<file path="config.mk">
export PLATFORM = sky130hd
export DESIGN_NAME = pipe_stage_buf
export DESIGN_NICKNAME = d
export VERILOG_FILES = /design/src/rtl/pipe_pkg.sv /design/src/rtl/pipe_stage_perf.sv /design/src/rtl/pipe_stage_buf.sv
export SDC_FILE = /design/constraint.sdc
export NUM_CORES = 1
export LEC_CHECK = 0
export BUFFER_PORTS_ARGS = -buffer_cell sky130_fd_sc_hd__buf_4
export CAP_MARGIN = 40
export CORE_MARGIN = 8
export CORE_UTILIZATION = 45
export CTS_CLUSTER_DIAMETER = 200
export DETAILED_ROUTE_END_ITERATION = 8
export GPL_TIMING_DRIVEN = 0
export PLACE_DENSITY = 0.87
export SLEW_MARGIN = 20
export SYNTH_ARGS = -nofsm -noshare
export SYNTH_HDL_FRONTEND = slang
export SYNTH_SLANG_ARGS = --single-unit
</file>
<file path="constraint.sdc">
create_clock -name clk -period 2.25 [get_ports clk]
set_input_delay 0.1125 -clock clk [delete_from_list [all_inputs] [get_ports clk]]
set_output_delay 0.1125 -clock clk [all_outputs]
set_load 0.02 [all_outputs]
</file>
<file path="src/rtl/pipe_pkg.sv">
// Shared types and helpers for the inter-stage valid/ready buffers.
// Holds the perf counter type, the modulo pointer increment, and the
// default payload width and depth for each pipeline stage bus.
package pipe_pkg;

    typedef logic [31:0] perf_cnt_t;

    // Default bus geometry per stage boundary
    localparam int FD_WIDTH = 64;
    localparam int FD_DEPTH = 2;
    localparam int DX_WIDTH = 128;
    localparam int DX_DEPTH = 2;
    localparam int XM_WIDTH = 96;
    localparam int XM_DEPTH = 2;
    localparam int MW_WIDTH = 64;
    localparam int MW_DEPTH = 1;

    // Advance a ring pointer, wrapping DEPTH-1 back to 0 (DEPTH need not be 2^n)
    function automatic int unsigned ptr_inc(input int unsigned ptr, input int unsigned depth);
        return (ptr + 1 >= depth) ? 0 : ptr + 1;
    endfunction

endpackage

</file>
<file path="src/rtl/pipe_stage_perf.sv">
// Performance counters for one pipeline buffer output port.
// Only built when PIPE_STAGE_PERF_EN is defined; otherwise this file
// contributes no module and the buffer ties its perf outputs to zero.
// Counters wrap at 2^32, are cleared by rst and ignore flush.
`ifdef PIPE_STAGE_PERF_EN
module pipe_stage_perf
    import pipe_pkg::*;
(
    input  logic      clk,
    input  logic      rst,
    input  logic      m_valid,
    input  logic      m_ready,
    output perf_cnt_t perf_stall,
    output perf_cnt_t perf_bubble,
    output perf_cnt_t perf_xfer
);

    perf_cnt_t r_stall;
    perf_cnt_t r_bubble;
    perf_cnt_t r_xfer;

    // Classify every cycle of the output handshake and count it
    always_ff @(posedge clk) begin
        if (rst) begin
            r_stall  <= '0;
            r_bubble <= '0;
            r_xfer   <= '0;
        end else begin
            if (m_valid && !m_ready) r_stall  <= r_stall + 32'd1;
            if (!m_valid && m_ready) r_bubble <= r_bubble + 32'd1;
            if (m_valid && m_ready)  r_xfer   <= r_xfer + 32'd1;
        end
    end

    assign perf_stall  = r_stall;
    assign perf_bubble = r_bubble;
    assign perf_xfer   = r_xfer;

endmodule
`endif

</file>
<file path="src/rtl/pipe_stage_buf.sv">
// Valid/ready FIFO buffer between two pipeline stages.
// DEPTH entries of WIDTH bits, synchronous flush for wrong-path squash,
// occupancy status. Optional perf counters under PIPE_STAGE_PERF_EN.
// READY_COMB=1 lets a full buffer accept while the head is being popped.
module pipe_stage_buf
    import pipe_pkg::*;
#(
    parameter int WIDTH      = 32,
    parameter int DEPTH      = 2,
    parameter int READY_COMB = 0
) (
    input  logic                       clk,
    input  logic                       rst,
    input  logic                       flush,
    input  logic                       s_valid,
    output logic                       s_ready,
    input  logic [WIDTH-1:0]           s_data,
    output logic                       m_valid,
    input  logic                       m_ready,
    output logic [WIDTH-1:0]           m_data,
    output logic [$clog2(DEPTH+1)-1:0] count,
    output logic                       full,
    output logic                       empty,
    output perf_cnt_t                  perf_stall,
    output perf_cnt_t                  perf_bubble,
    output perf_cnt_t                  perf_xfer
);

    localparam int CNT_W = $clog2(DEPTH + 1);
    localparam int PTR_W = (DEPTH > 1) ? $clog2(DEPTH) : 1;
    localparam logic [CNT_W-1:0] FULL_CNT = CNT_W'(DEPTH);

    logic [WIDTH-1:0] r_mem [DEPTH];
    logic [PTR_W-1:0] r_wr_ptr;
    logic [PTR_W-1:0] r_rd_ptr;
    logic [CNT_W-1:0] r_count;

    logic w_full;
    logic w_empty;
    logic w_push;
    logic w_pop;

    assign w_full  = (r_count == FULL_CNT);
    assign w_empty = (r_count == '0);

    // The combinational variant frees the slot being popped this cycle
    if (READY_COMB != 0) begin : g_ready_comb
        assign s_ready = ~w_full | m_ready;
    end else begin : g_ready_reg
        assign s_ready = ~w_full;
    end

    assign w_push  = s_valid & s_ready;
    assign w_pop   = ~w_empty & m_ready;

    assign m_valid = ~w_empty;
    assign m_data  = r_mem[r_rd_ptr];
    assign count   = r_count;
    assign full    = w_full;
    assign empty   = w_empty;

    // Pointer and occupancy update; flush and rst squash both beats of the cycle
    always_ff @(posedge clk) begin
        if (rst || flush) begin
            r_wr_ptr <= '0;
            r_rd_ptr <= '0;
            r_count  <= '0;
        end else begin
            if (w_push) r_wr_ptr <= PTR_W'(ptr_inc(32'(r_wr_ptr), DEPTH));
            if (w_pop)  r_rd_ptr <= PTR_W'(ptr_inc(32'(r_rd_ptr), DEPTH));
            case ({w_push, w_pop})
                2'b10:   r_count <= r_count + 1'b1;
                2'b01:   r_count <= r_count - 1'b1;
                default: r_count <= r_count;
            endcase
        end
    end

    // Payload storage; stale slots after a flush are never observed
    always_ff @(posedge clk) begin
        if (w_push) r_mem[r_wr_ptr] <= s_data;
    end

`ifdef PIPE_STAGE_PERF_EN
    pipe_stage_perf u_perf (
        .clk         (clk),
        .rst         (rst),
        .m_valid     (m_valid),
        .m_ready     (m_ready),
        .perf_stall  (perf_stall),
        .perf_bubble (perf_bubble),
        .perf_xfer   (perf_xfer)
    );
`else
    assign perf_stall  = '0;
    assign perf_bubble = '0;
    assign perf_xfer   = '0;
`endif

endmodule

</file>
==> Word level (Yosys, flattened, before mapping) <==
Memories as Yosys holds them, arrays and structs flattened. A register that Yosys moved wholly into a read port is not among the register bits.
Index checks and enable logic that the tools add are counted.
{ "op_classes": {"bitwise_logic": 4, "magnitude_cmp": 2, "add_sub_neg": 4, "n_eq_ne": 3, "reduce_logical": 3, "muxes": 7} }
{ "ops": {"columns": ["op", "count"], "rows": [
  ["1-bit two-way mux", 6],
  ["1-bit by 1-bit adder with 2-bit output, second input constant", 2],
  ["2-bit == test, second input constant", 2],
  ["2-bit greater-or-equal comparator, second input constant", 2],
  ["2-bit case mux with 2 select lines", 1],
  ["2-bit by 1-bit adder with 2-bit output, second input constant", 1],
  ["1-bit bitwise AND", 2],
  ["2-bit by 1-bit == test with 1-bit output, second input constant", 1],
  ["2-bit zero test", 1],
  ["1-bit NOT", 2],
  ["2-bit nonzero test", 1],
  ["2-bit by 1-bit subtractor with 2-bit output, second input constant", 1],
  ["1-bit logical OR", 1]
]} }
{ "word_totals": {"inputBits": 37, "n_memories": 1, "ramBits": 64, "out_inout_bits": 134, "register_bits": 4, "word_cells": 27} }
{ "mem_list": {"columns": ["name", "depth", "word_bits", "read_ports", "rd_clocked_by_memory_dff", "wr", "line", "source"], "rows": [
  ["r_mem", 2, 32, 1, 1, 1, "pipe_stage_buf.sv:33", "logic [WIDTH-1:0] r_mem [DEPTH];"]
]} }

==> Logic depth before layout (Yosys ltp) <==
{ "logic_depth": {"depth_word": 5, "depth_mapped": 6, "mapped_depth_nobuf": 6} }

==> Worst setup path before layout <==
Ideal clock, no wire load.
{ "synth_timing": {"path_kind": "register to register", "from": "register r_count[0], in the netlist count[0]", "to": "memory r_mem[0][0] (enable)", "required_ns": 1.863, "setup_ns": 0.387, "path_slack_ns": 0.049, "arrival_ns": 1.815, "synth_period_minus_slack_ns": 2.201, "stages_incl_launch_ff": 5, "n_path_buf": 0, "path_cell_list": "dfxtp_1 -> nand2b_4 -> inv_2 -> or3_1 -> inv_1"} }
{ "synth_via": {"elab_chain_cells": 5} }
{ "synth_rtl": {"columns": ["item", "line", "source"], "rows": [
  ["start: declaration", "pipe_stage_buf.sv:36", "logic [CNT_W-1:0] r_count;"],
  ["start signal: assignment", "pipe_stage_buf.sv:72", "2'b10: r_count <= r_count + 1'b1;"],
  ["start signal: assignment", "pipe_stage_buf.sv:73", "2'b01: r_count <= r_count - 1'b1;"],
  ["start signal: assignment", "pipe_stage_buf.sv:74", "default: r_count <= r_count;"],
  ["2-bit == test", "pipe_stage_buf.sv:43", "assign w_full = (r_count == FULL_CNT);"],
  ["1-bit NOT", "pipe_stage_buf.sv:50", "assign s_ready = ~w_full;"],
  ["via s_ready", "pipe_stage_buf.sv:16", "output logic s_ready,"],
  ["1-bit bitwise AND", "pipe_stage_buf.sv:53", "assign w_push = s_valid & s_ready;"],
  ["1-bit two-way mux", "pipe_stage_buf.sv:81", "if (w_push) r_mem[r_wr_ptr] <= s_data;"],
  ["1-bit two-way mux (implied by the code)", "pipe_stage_buf.sv:81", null],
  ["end: declaration", "pipe_stage_buf.sv:33", null]
]} }
The timed path passes the listed nets, and every way through them passes these cells.

==> Final worst setup path <==
{ "layout_timing": {"from": "register r_count[0], in the netlist count[0]", "to": "memory r_mem[0][24] (enable)"} }
{ "layout_via": {"elab_chain_cells": 5} }
{ "layout_rtl": {"columns": ["item", "line"], "rows": [
  ["2-bit == test", "pipe_stage_buf.sv:43"],
  ["1-bit NOT", "pipe_stage_buf.sv:50"],
  ["1-bit bitwise AND", "pipe_stage_buf.sv:53"],
  ["1-bit two-way mux", "pipe_stage_buf.sv:81"],
  ["1-bit two-way mux (implied by the code)", "pipe_stage_buf.sv:81"]
]} }
No other way between the ends.

==> results.md <==
- Synth top area share: 58.8%
- CP Launch Type: register
- Endpoint class of the critical path: register
- Average size of a mapped cell: 14.5 um^2
- DR WL/cell: 13.7 um
- Final worst path period share: 87.3%
- Fin. Hold Viols: 0
- Initial DRC Count: 59
- Post-CTS Setup Bufs: 0
- RePlAce Congestion: 0.676
- Slowest stage cell, crit path: inv_2
- Clk_skew: 0.00689 ns
- First-pass GRT wire length: 10.8 mm
- Vias in the first global route: 2222
- Synth top cells by count: buf_4 (96), edfxtp_1 (64), mux2_1 (21)
- Clock Latency Late Sink: 0.34 ns
- Number of synthesized register bits: 69
- Placement row count: 31
- Antenna Nets Post-Route: 0
- Total CTS buffers: 9
- Slew headroom: 51.4%
- NumNets Final: 476
- Setup ws final: 0.285 ns
- Area delta synth->final: 49.2%
- P_leak: 2.30 nW
- Synth async-reset ratio: 0%
- Crit path top cell by count: inv_2
- Max Clock Freq: 509 MHz
- Layout cells sized above 1: 47.0%
- Worst-path clk slew: 0.07 ns
- Area of the mapped netlist: 3270 um^2
- GRT Resource Usage Total: 14.0%
- Run status: finished clean
- Critical path class: register to register
- Setup TNS: 0 ns
- Die X: 101 um
- Crit-path cells: nand2b_4 -> inv_2 -> or3_1 -> inv_2
- Residual DRC count: 0
- Critical path's largest stage delay: 0.54 ns
- CP Data Arrival Time: 1.93 ns
- Placement Setup Slack: 0.270 ns
- Ranking of synthesized cells by area: edfxtp_1 (59%), buf_4 (22%), mux2_1 (7.2%)
- Min Hold Slack: 0.0945 ns
- Largest area contributor in the synthesized netlist: edfxtp_1
- PwrDens: 659 nW/um^2
- Root Driver: clkbuf_8
- TritonRoute pass-1 iters: 4
- Count leader, synth: buf_4
- Pins over their slew limit: 0
- Largest net degree at the start of global routing: 33
- Most Used Layer, Global Route: met2
- Initial antenna violation count: 0
- Met3 Resource Use GR: 5.36%
- Routed vias/inst: 3.80
- Max VDD drop: 485 uV
- Num Clock Sinks: 69
- Area of the die: 10200 um^2
- Gate Count Post-Synth: 225
- Max_cap viols: 0
- Grt ovf: 0
- HP Class: primary input to register
- Routed via count: 2063
- Post-synth EDFFs: 64
- H-Tree Depth: 3
- CTS tree: yes
- Synth Flop Type: edfxtp_1
- Setup Viol. Count Final: 0
- Post-DP HPWL: 5.33 mm
- Starting density of the core: 45.8%
- Min cycle time layout: 1.96 ns
- Register area share after synthesis: 61.8%
- CP required: 2.21 ns
- Synth cell types: 22
- Clock Path Buffers: 2
- GRT met1 Usage: 11.3%
- Critical Path Fanout Max: 32
- RSZ-0062 raised after global routing: no
- Ports: 171
- Die height: 101 um
- Met2 Use GR: 26.9%
- Total wire length: 7.43 mm
- Worst Tran Pin Value: 0.728 ns
- Yosys warnings: 0
- Core area: 7140 um^2
- Port bufs: 74
-- worst max-delay path, delay by kind of cell, from the launching register on --
kind	cells	cell delay [ns]
buffers and inverters	2	0.58
and+or+nand+nor	2	0.54
DFF	1	0.45
-- routing by layer --
metal  routed length [um]  vias to the layer above
li1                     -                     1014
met1                 2410                      936
met2                 4150                       95
met3                  652                       18
met4                  213                        0
met5                    0                        -
-- registers in the layout (all words and copies together) (netlist names), named ones only --
name      flops
r_wr_ptr      1
r_mem        64
r_rd_ptr      1
count         2
-- timing repair --
item                       CTS  global route
hold buffers                32             0
hold endpoints to repair    64             0
resized for setup            0             0
setup endpoints to repair    0             0
-- stage by stage --
stage | power (mW) | area, um^2 | instances | utilization [%]
detailed placement | 2.07 | 4310 | 493 | 60.3
global placement | 2.06 | 4310 | 493 | 60.3
finish | 3.22 | 4880 | 543 | 68.4
global route | 3.34 | 4880 | 542 | 68.3
floorplan | 1.91 | 3630 | 320 | -
CTS | 3.22 | 4850 | 541 | 67.9
-- area by class of cell --
class	instances	area [um^2]
antenna	1	2.50
sequential	69	2020
timing repair buffer	107	903
buffer	100	739
fill	512	2260
inverter	4	15.0
clock inverter	7	98.8
multi-input combinational	147	850
tap	99	124
clock buffer	9	124
-- cell usage in the layout (no fill, tap or decap) --
master         instances
inv_1                  2
edfxtp_1              64
diode_2                1
buf_2                  3
clkinvlp_4             1
buf_4                170
clkinv_2               1
xnor2_1                2
o21ai_0                2
o21a_2                 1
clkinv_4               2
clkbuf_1               1
nor2_1                 3
xor2_1                 1
inv_2                  2
nand2b_4               1
buf_16                 1
or3_1                  2
conb_1                96
bufinv_16              2
mux2_2                11
inv_6                  1
ha_1                   1
nand2_1                1
dfxtp_1                5
dlygate4sd3_1         32
and3_2                 1
or2_2                  2
mux2_1                21
clkbuf_8               9
a21oi_1                2
-- path summary, 6_finish.rpt --
path | start | end | slack (ns) | depth (start not counted)
hold reg to reg | r_wr_ptr | r_wr_ptr | 0.50 | 2
setup / recovery | count[0] | r_mem[0][24] | 0.29 | 4
hold / removal | rst | count[1] | 0.09 | 3
setup reg to reg | count[0] | r_mem[0][24] | 0.29 | 4
-- kinds of logic (layout without fill, tap and decap cells) --
kind of cell | count (synthesis) | in the layout | share of synthesized area [%]
buffers and inverters | 104 | 227 | 23.1
XOR/XNOR | 3 | 3 | 0.804
multiplexers | 32 | 32 | 11.0
flip-flops | 69 | 69 | 61.8
adder cells (fa/ha/maj) | 1 | 1 | 0.383
AO/OA/AOI/OAI | 5 | 5 | 0.880
AND/OR/NAND/NOR | 10 | 10 | 1.87
other | 1 | 97 | 0.115
-- power breakdown --
part | total (mW) | leakage, nW | internal [mW] | switching (mW)
clock network | 1.11 | 0.110 | 0.629 | 0.480
registers | 1.48 | 0.641 | 1.46 | 0.0145
logic | 0.627 | 1.55 | 0.287 | 0.340
total | 3.22 | 2.30 | 2.38 | 0.834
No activity file was read; power rests on OpenSTA's default activity.
